<file path="src/rtl/disp_history_ctrl.sv">
// disp_history_ctrl
//   Sequences the seven-segment glyph history that feeds the six HEX digit
//   decoders. Glyphs arrive from the PS/2 parser over a valid/ready handshake
//   and are shifted into a DEPTH-entry history (entry 0 = newest). Scroll
//   pulses move a 6-digit view window over the history. A clear pulse blanks
//   the history one entry per cycle, as if it had a single write port.
//
//   Optional build macro: DISP_HISTORY_BLINK_EN
//     Adds a blink divider (BLINK_DIV cycles per half-period). When the view
//     is at offset 0, the newest digit (window[6:0]) blinks as a cursor.
//
// Ports
//   CLOCK_50    in   system clock, rising edge
//   RESET       in   synchronous active-high reset
//   glyph       in   7-bit segment bitmap to append
//   glyph_valid in   glyph present
//   glyph_ready out  glyph can be accepted this cycle
//   scroll_up   in   pulse: view older entries
//   scroll_down in   pulse: view newer entries
//   clear       in   pulse: blank the whole history
//   history     out  full history, entry 0 in bits [6:0]
//   window      out  six entries starting at offset, bits [6:0] to HEX0
//   count       out  valid entries stored, saturating at DEPTH
//   offset      out  current view offset in entries
//   busy        out  high while clearing
//
// state  | meaning
// S_IDLE | accepting glyphs and scroll commands
// S_CLEAR| writing BLANK to one entry per cycle, index 0..DEPTH-1

module disp_history_ctrl #(
    parameter int         DEPTH     = 64,
    parameter logic [6:0] BLANK     = 7'h7F,
    parameter int         BLINK_DIV = 25000000
) (
    input  logic                         CLOCK_50,
    input  logic                         RESET,
    input  logic [6:0]                   glyph,
    input  logic                         glyph_valid,
    output logic                         glyph_ready,
    input  logic                         scroll_up,
    input  logic                         scroll_down,
    input  logic                         clear,
    output logic [7*DEPTH-1:0]           history,
    output logic [41:0]                  window,
    output logic [$clog2(DEPTH+1)-1:0]   count,
    output logic [$clog2(DEPTH)-1:0]     offset,
    output logic                         busy
);

    localparam int CW = $clog2(DEPTH + 1);
    localparam int OW = $clog2(DEPTH);
    localparam int HW = 7 * DEPTH;

    localparam logic [CW-1:0] COUNT_MAX  = CW'(DEPTH);
    localparam logic [OW-1:0] OFFSET_MAX = OW'(DEPTH - 6);
    localparam logic [OW-1:0] INDEX_LAST = OW'(DEPTH - 1);

    typedef enum logic {
        S_IDLE,
        S_CLEAR
    } state_t;

    state_t          state_q, state_d;
    logic [HW-1:0]   history_q, history_d;
    logic [CW-1:0]   count_q, count_d;
    logic [OW-1:0]   offset_q, offset_d;
    logic [OW-1:0]   index_q, index_d;
    logic            accept;
    logic [OW-1:0]   scroll_limit;

    // Oldest viewable offset: max(count,6)-6, so a short history never scrolls.
    assign scroll_limit = (count_q >= CW'(6)) ? OW'(count_q - CW'(6)) : '0;

    always_comb begin
        state_d     = state_q;
        history_d   = history_q;
        count_d     = count_q;
        offset_d    = offset_q;
        index_d     = index_q;
        glyph_ready = 1'b0;
        busy        = 1'b0;
        accept      = 1'b0;

        case (state_q)
            S_IDLE: begin
                glyph_ready = 1'b1;
                accept      = glyph_valid && !clear;
                if (accept) begin
                    history_d = {history_q[HW-8:0], glyph};
                    if (count_q != COUNT_MAX)
                        count_d = count_q + 1'b1;
                    // Keep the viewed text still while new glyphs push in below it.
                    if (offset_q != '0 && offset_q != OFFSET_MAX)
                        offset_d = offset_q + 1'b1;
                end else if (scroll_up && !scroll_down) begin
                    if (offset_q < scroll_limit)
                        offset_d = offset_q + 1'b1;
                end else if (scroll_down && !scroll_up) begin
                    if (offset_q != '0)
                        offset_d = offset_q - 1'b1;
                end
            end
            S_CLEAR: begin
                busy = 1'b1;
                history_d[32'(index_q) * 7 +: 7] = BLANK;
                if (index_q == INDEX_LAST)
                    state_d = S_IDLE;
                else
                    index_d = index_q + 1'b1;
            end
            default: state_d = S_IDLE;
        endcase

        // clear wins over everything, including a restart while already clearing.
        if (clear) begin
            state_d   = S_CLEAR;
            history_d = history_q;
            index_d   = '0;
            count_d   = '0;
            offset_d  = '0;
        end
    end

    always_ff @(posedge CLOCK_50) begin
        if (RESET) begin
            state_q   <= S_IDLE;
            history_q <= {DEPTH{BLANK}};
            count_q   <= '0;
            offset_q  <= '0;
            index_q   <= '0;
        end else begin
            state_q   <= state_d;
            history_q <= history_d;
            count_q   <= count_d;
            offset_q  <= offset_d;
            index_q   <= index_d;
        end
    end

    assign history = history_q;
    assign count   = count_q;
    assign offset  = offset_q;

`ifdef DISP_HISTORY_BLINK_EN
    localparam int BW = (BLINK_DIV > 1) ? $clog2(BLINK_DIV) : 1;
    localparam logic [BW-1:0] BLINK_LAST = BW'(BLINK_DIV - 1);

    logic [BW-1:0] blink_cnt;
    logic          blink_phase;

    // Restarting on accept makes a freshly typed glyph visible at once.
    always_ff @(posedge CLOCK_50) begin
        if (RESET || accept) begin
            blink_cnt   <= '0;
            blink_phase <= 1'b0;
        end else if (blink_cnt == BLINK_LAST) begin
            blink_cnt   <= '0;
            blink_phase <= ~blink_phase;
        end else begin
            blink_cnt   <= blink_cnt + 1'b1;
        end
    end

    always_comb begin
        window = history_q[32'(offset_q) * 7 +: 42];
        if (offset_q == '0 && blink_phase)
            window[6:0] = BLANK;
    end
`else
    assign window = history_q[32'(offset_q) * 7 +: 42];
`endif

endmodule

</file>
<file path="config.mk">
export PLATFORM = sky130hd
export DESIGN_NAME = disp_history_ctrl
export DESIGN_NICKNAME = d
export VERILOG_FILES = /design/src/rtl/disp_history_ctrl.sv
export SDC_FILE = /design/constraint.sdc
export NUM_CORES = 2
export LEC_CHECK = 0
export ABC_AREA = 1
export CORE_MARGIN = 2
export CORE_UTILIZATION = 25
export DETAILED_ROUTE_END_ITERATION = 6
export PLACE_DENSITY = 0.48
export SYNTH_ARGS = -nofsm -noshare
export SYNTH_HDL_FRONTEND = slang
export SYNTH_SLANG_ARGS = --single-unit
</file>
<file path="constraint.sdc">
create_clock -name CLOCK_50 -period 5.85 [get_ports CLOCK_50]
set_clock_uncertainty 0.1 [all_clocks]
set_input_delay 1.755 -clock CLOCK_50 [delete_from_list [all_inputs] [get_ports CLOCK_50]]
set_output_delay 1.755 -clock CLOCK_50 [all_outputs]
set_load 0.02 [all_outputs]
</file>
==> results.md <==
| Quantity | This run | Unit |
|:---|:---|:---|
| Largest net degree at the start of global routing | 160 | - |
| Clock tree from TritonCTS | done | - |
| Final setup margin | -0.648 | ns |
| Area of the placeable core | 195000 | sq um |
| Cell area after placement | 63200 | sq um |
| Netlist cell types | 42 | - |
| Largest stage delay on the critical path | 0.85 | ns |
| Area added between synthesis and finish | 41.9 | % |
| TritonRoute pass-1 iters | 7 | - |
| IO Count | 518 | - |
| Final hold vios | 0 | - |
| Family of cells with the greatest summed delay on the critical path | adder cells | - |
| Cell at the root of the clock tree | sky130_fd_sc_hd__clkbuf_16 | - |
| Std cell rows | 162 | - |
| Worst flop-to-flop path startpoint | index_q[0] | - |
| Most frequent cells in the layout | 3538 x sky130_fd_sc_hd__nand3_1, 2464 x sky130_fd_sc_hd__nand2_1, 825 x sky130_fd_sc_hd__buf_4, 475 x sky130_fd_sc_hd__clkdlybuf4s50_1, 464 x sky130_fd_sc_hd__dfxtp_1 | - |
| Violations in the final reports | setup timing | - |
| Critical Path End Type | output pin | - |
| Ratio of final minimum period to clock period | 111 | % |
| Cts bufs inserted | 58 | - |
| Global-route wire length before repair | 469 | mm |
| Min-Delay Path Class | reg2reg | - |
| Post-route cell area | 69700 | sq um |
| Total via count in the routed design | 70964 | - |
| Later-pin clock latency in the skew report | 0.73 | ns |
| Hold wc startpoint | index_q[3] | - |
| Leakage power total | 33.0 | nW |
| Clock Path Buffers | 3 | - |
| Starting Density | 25.2 | % |
| Buffering stage count on the worst path with inverters included | 10 | - |
| Number of antenna violations at the first check in global routing | 6 | - |
| Slew Viols, Final | 0 | - |
| DIE HEIGHT | 447 | um |
| HPWL after detailed placement | 274 | mm |
| Minimum hold slack | 0.425 | ns |
| Wire per inst | 26.5 | um |
| Highest metal layer with signal wires | met5 | - |
| Highest attainable clock frequency | 0.154 | GHz |
| Unrepaired setup endpoints after global routing | true | - |
| Cell area after synthesis | 49200 | sq um |
| Global route overflow | 0 | - |
| Worst-path fanout max | 10 | - |
| M1 wire length | 152 | mm |
| Routed wire length on met3 | 25.5 | mm |
| Required time at the worst-slack endpoint | 3.99 | ns |
| Mean post-synth cell area | 5.41 | sq um |
| Critical Path, Cell by Cell | fa_1 > ha_4 > fa_4 > buf_4 > inv_12 > buf_6 > buf_12 > buf_4 > nand3_2 > buf_4 > nand2_1 > nand3_1 > nand4_1 > nand2_1 > inv_1 > nand2_2 > inv_2 > nor2_4 > buf_6 > buf_6 | - |
| Worst EP arrival | 4.64 | ns |
| Post-layout min period | 6.50 | ns |
| Flip-flop and latch count after synthesis | 468 | - |
| Yosys warnings | 0 | - |
| Placer Congestion | 1.09 | - |
| Synthesized netlist net count | 9142 | - |
| Total Die Area | 200000 | sq um |
| Global Route Usage Sum | 31.8 | % |
| Number of clock sinks | 468 | - |
| # H-tree levels | 2 | - |
| Most frequent standard cell in the layout excluding fill and tap cells | sky130_fd_sc_hd__nand3_1 | - |
| PortBufs | 517 | - |
| Number of global-route vias before repair | 65075 | - |
| Outcome | complete, but fails checks | - |
| CP startpoint kind | register | - |
| Power per cell area | 283 | nW/um^2 |
| Width of the chip | 447 | um |
| Wire length reported by the detailed router | 336 | mm |
| Worst Setup Path Type | reg2out | - |
| Antenna viol nets, final | 0 | - |
| Sum of met2 wire segment lengths after detailed routing | 143 | mm |
| Number of nets in the layout | 10032 | - |
| Iter 0 DRT Violations | 8732 | - |
| Clk pin slew, worst setup/hold paths | 0.06 | ns |
| Worst supply voltage drop on vdd | 259 | uV |
| Via density per instance | 5.61 | - |
| Post-route DRC | 0 | - |
| Least-Margin Pin Slew | 1.37 | ns |
| Sequential share of the synthesized area | 19.1 | % |
| Number of cells produced by synthesis | 9087 | - |
| Final setup violating endpoints | 42 | - |
| Layout cells sized above 1 | 19.4 | % |
| # hold bufs at CTS | 0 | - |
| Number of violations of the max-capacitance limit | 0 | - |
| Startpoint of the worst setup timing path | offset[2] | - |
| Tightest slew margin relative to the limit | 8.82 | % |
| Critical Path Slowest Stage Cell | sky130_fd_sc_hd__fa_4 | - |
cell families (layout without fill, tap and decap cells):
family	count (synthesis)	in the layout	synth area share (%)
AOI/OAI and AO/OA	779	779	9.33
xor gates and xnor gates	13	13	0.277
adders and majority gates	42	42	1.16
buffers and inverters	898	1829	7.67
DFF	468	468	19.1
muxes	2	2	0.0458
other	0	7	0
and+or+nand+nor	6885	6885	62.4
cells in the mapped netlist:
library cell	instances	share of area, %
sky130_fd_sc_hd__a2111oi_0	1	0.018
sky130_fd_sc_hd__a211oi_1	2	0.031
sky130_fd_sc_hd__a21oi_1	99	1.0
sky130_fd_sc_hd__a21oi_2	23	0.41
sky130_fd_sc_hd__a21oi_4	23	0.76
sky130_fd_sc_hd__a31oi_1	4	0.051
sky130_fd_sc_hd__and2_0	2	0.025
sky130_fd_sc_hd__and2_1	2	0.025
sky130_fd_sc_hd__and3_1	2	0.025
sky130_fd_sc_hd__buf_1	133	1.0
sky130_fd_sc_hd__buf_2	258	2.6
sky130_fd_sc_hd__buf_4	21	0.32
sky130_fd_sc_hd__clkbuf_1	305	2.3
sky130_fd_sc_hd__clkinv_1	1	0.0076
sky130_fd_sc_hd__dfxtp_1	468	19
sky130_fd_sc_hd__fa_1	6	0.24
sky130_fd_sc_hd__ha_1	36	0.92
sky130_fd_sc_hd__inv_1	169	1.3
sky130_fd_sc_hd__inv_2	11	0.084
sky130_fd_sc_hd__mux2_2	2	0.046
sky130_fd_sc_hd__nand2_1	2733	21
sky130_fd_sc_hd__nand2_2	3	0.038
sky130_fd_sc_hd__nand3_1	3809	39
sky130_fd_sc_hd__nand3_2	1	0.020
sky130_fd_sc_hd__nand3b_1	1	0.015
sky130_fd_sc_hd__nand4_1	9	0.11
sky130_fd_sc_hd__nor2_1	307	2.3
sky130_fd_sc_hd__nor2_2	4	0.051
sky130_fd_sc_hd__nor3_1	8	0.081
sky130_fd_sc_hd__nor3b_1	1	0.015
sky130_fd_sc_hd__nor4_1	1	0.013
sky130_fd_sc_hd__o211ai_1	104	1.6
sky130_fd_sc_hd__o21a_1	4	0.061
sky130_fd_sc_hd__o21ai_0	447	4.6
sky130_fd_sc_hd__o21ai_1	27	0.27
sky130_fd_sc_hd__o21bai_1	2	0.031
sky130_fd_sc_hd__o22ai_1	42	0.53
sky130_fd_sc_hd__o31ai_1	1	0.015
sky130_fd_sc_hd__or2_2	2	0.025
sky130_fd_sc_hd__xnor2_1	1	0.018
sky130_fd_sc_hd__xor2_1	9	0.16
sky130_fd_sc_hd__xor2_2	3	0.099
per-stage QoR:
step | utilization (%) | TNS (ns) | std cells | setup slack (ns) | power (mW)
3_5_place_dp | 32.4 | -7.33 | 12478 | -0.428 | 14.6
5_1_grt | 35.7 | -26.90 | 12643 | -0.720 | 20.6
3_3_place_gp | 32.4 | -7.09 | 12478 | -0.440 | 14.6
4_1_cts | 34.5 | -23.45 | 12607 | -0.680 | 19.0
6_report | 35.7 | -23.80 | 12649 | -0.648 | 19.8
2_1_floorplan | - | 0 | 9087 | 0.501 | 9.13
flip-flops by register name, indices dropped and copies added, names as in the netlist:
name and flops:
index_q 6, count 7, history 448, state_q 1
offset 6
report_power, final:
part / leakage (nW) / switching (mW) / internal (mW) / total [mW]
Clock: 0.951 / 1.61 / 2.17 / 3.78
Combinational: 28.2 / 7.90 / 4.32 / 12.2
Sequential: 3.85 / 0.372 / 3.38 / 3.75
worst paths after layout:
| path | endpoint | slack [ns] | depth (start not counted) |
|---|---|---|---|
| setup / recovery | window[16] | -0.65 | 20 |
| hold / removal | index_q[4] | 0.43 | 2 |
| setup reg to reg | history[282] | 1.91 | 11 |
| hold reg to reg | index_q[4] | 0.43 | 2 |
cell type report:
| type | instances | area, sq um |
|---|---|---|
| Inverter | 181 | 741 |
| Multi-Input combinational cell | 7721 | 39200 |
| Fill cell | 21549 | 125000 |
| Clock buffer | 76 | 1670 |
| Clock inverter | 25 | 277 |
| Sequential cell | 468 | 9380 |
| Antenna cell | 7 | 17.5 |
| Tap cell | 2624 | 3280 |
| Timing Repair Buffer | 1545 | 15200 |
| Timing Repair inverter | 2 | 17.5 |
routing by layer:
layer | track usage, % | up-vias
met5 | 0 | -
met4 | 12.0 | 6
met3 | 4.90 | 401
met2 | 47.9 | 3076
met1 | 45.2 | 34252
li1 | - | 33229
worst reg2reg max path: stages, from the launching register on:
cell                      delay [ns]
sky130_fd_sc_hd__dfxtp_1        0.52
sky130_fd_sc_hd__inv_2          0.11
sky130_fd_sc_hd__ha_1           0.26
sky130_fd_sc_hd__xor2_1         0.59
sky130_fd_sc_hd__nand2_1        0.11
sky130_fd_sc_hd__inv_1          0.10
sky130_fd_sc_hd__nand2_1        0.10
sky130_fd_sc_hd__nor2_2         0.87
sky130_fd_sc_hd__a21oi_1        0.57
sky130_fd_sc_hd__inv_1          0.29
sky130_fd_sc_hd__o21ai_0        0.13
sky130_fd_sc_hd__nand3_1        0.10
repair_timing:
item	4_1_cts	5_1_grt
setup buffers	26	27
gates cloned	6	20
pin swaps	98	132
gates resized for setup	560	466
setup endpoints to repair	42	42
endpoints found under the hold margin	0	0
No activity file was read; power rests on OpenSTA's default activity.
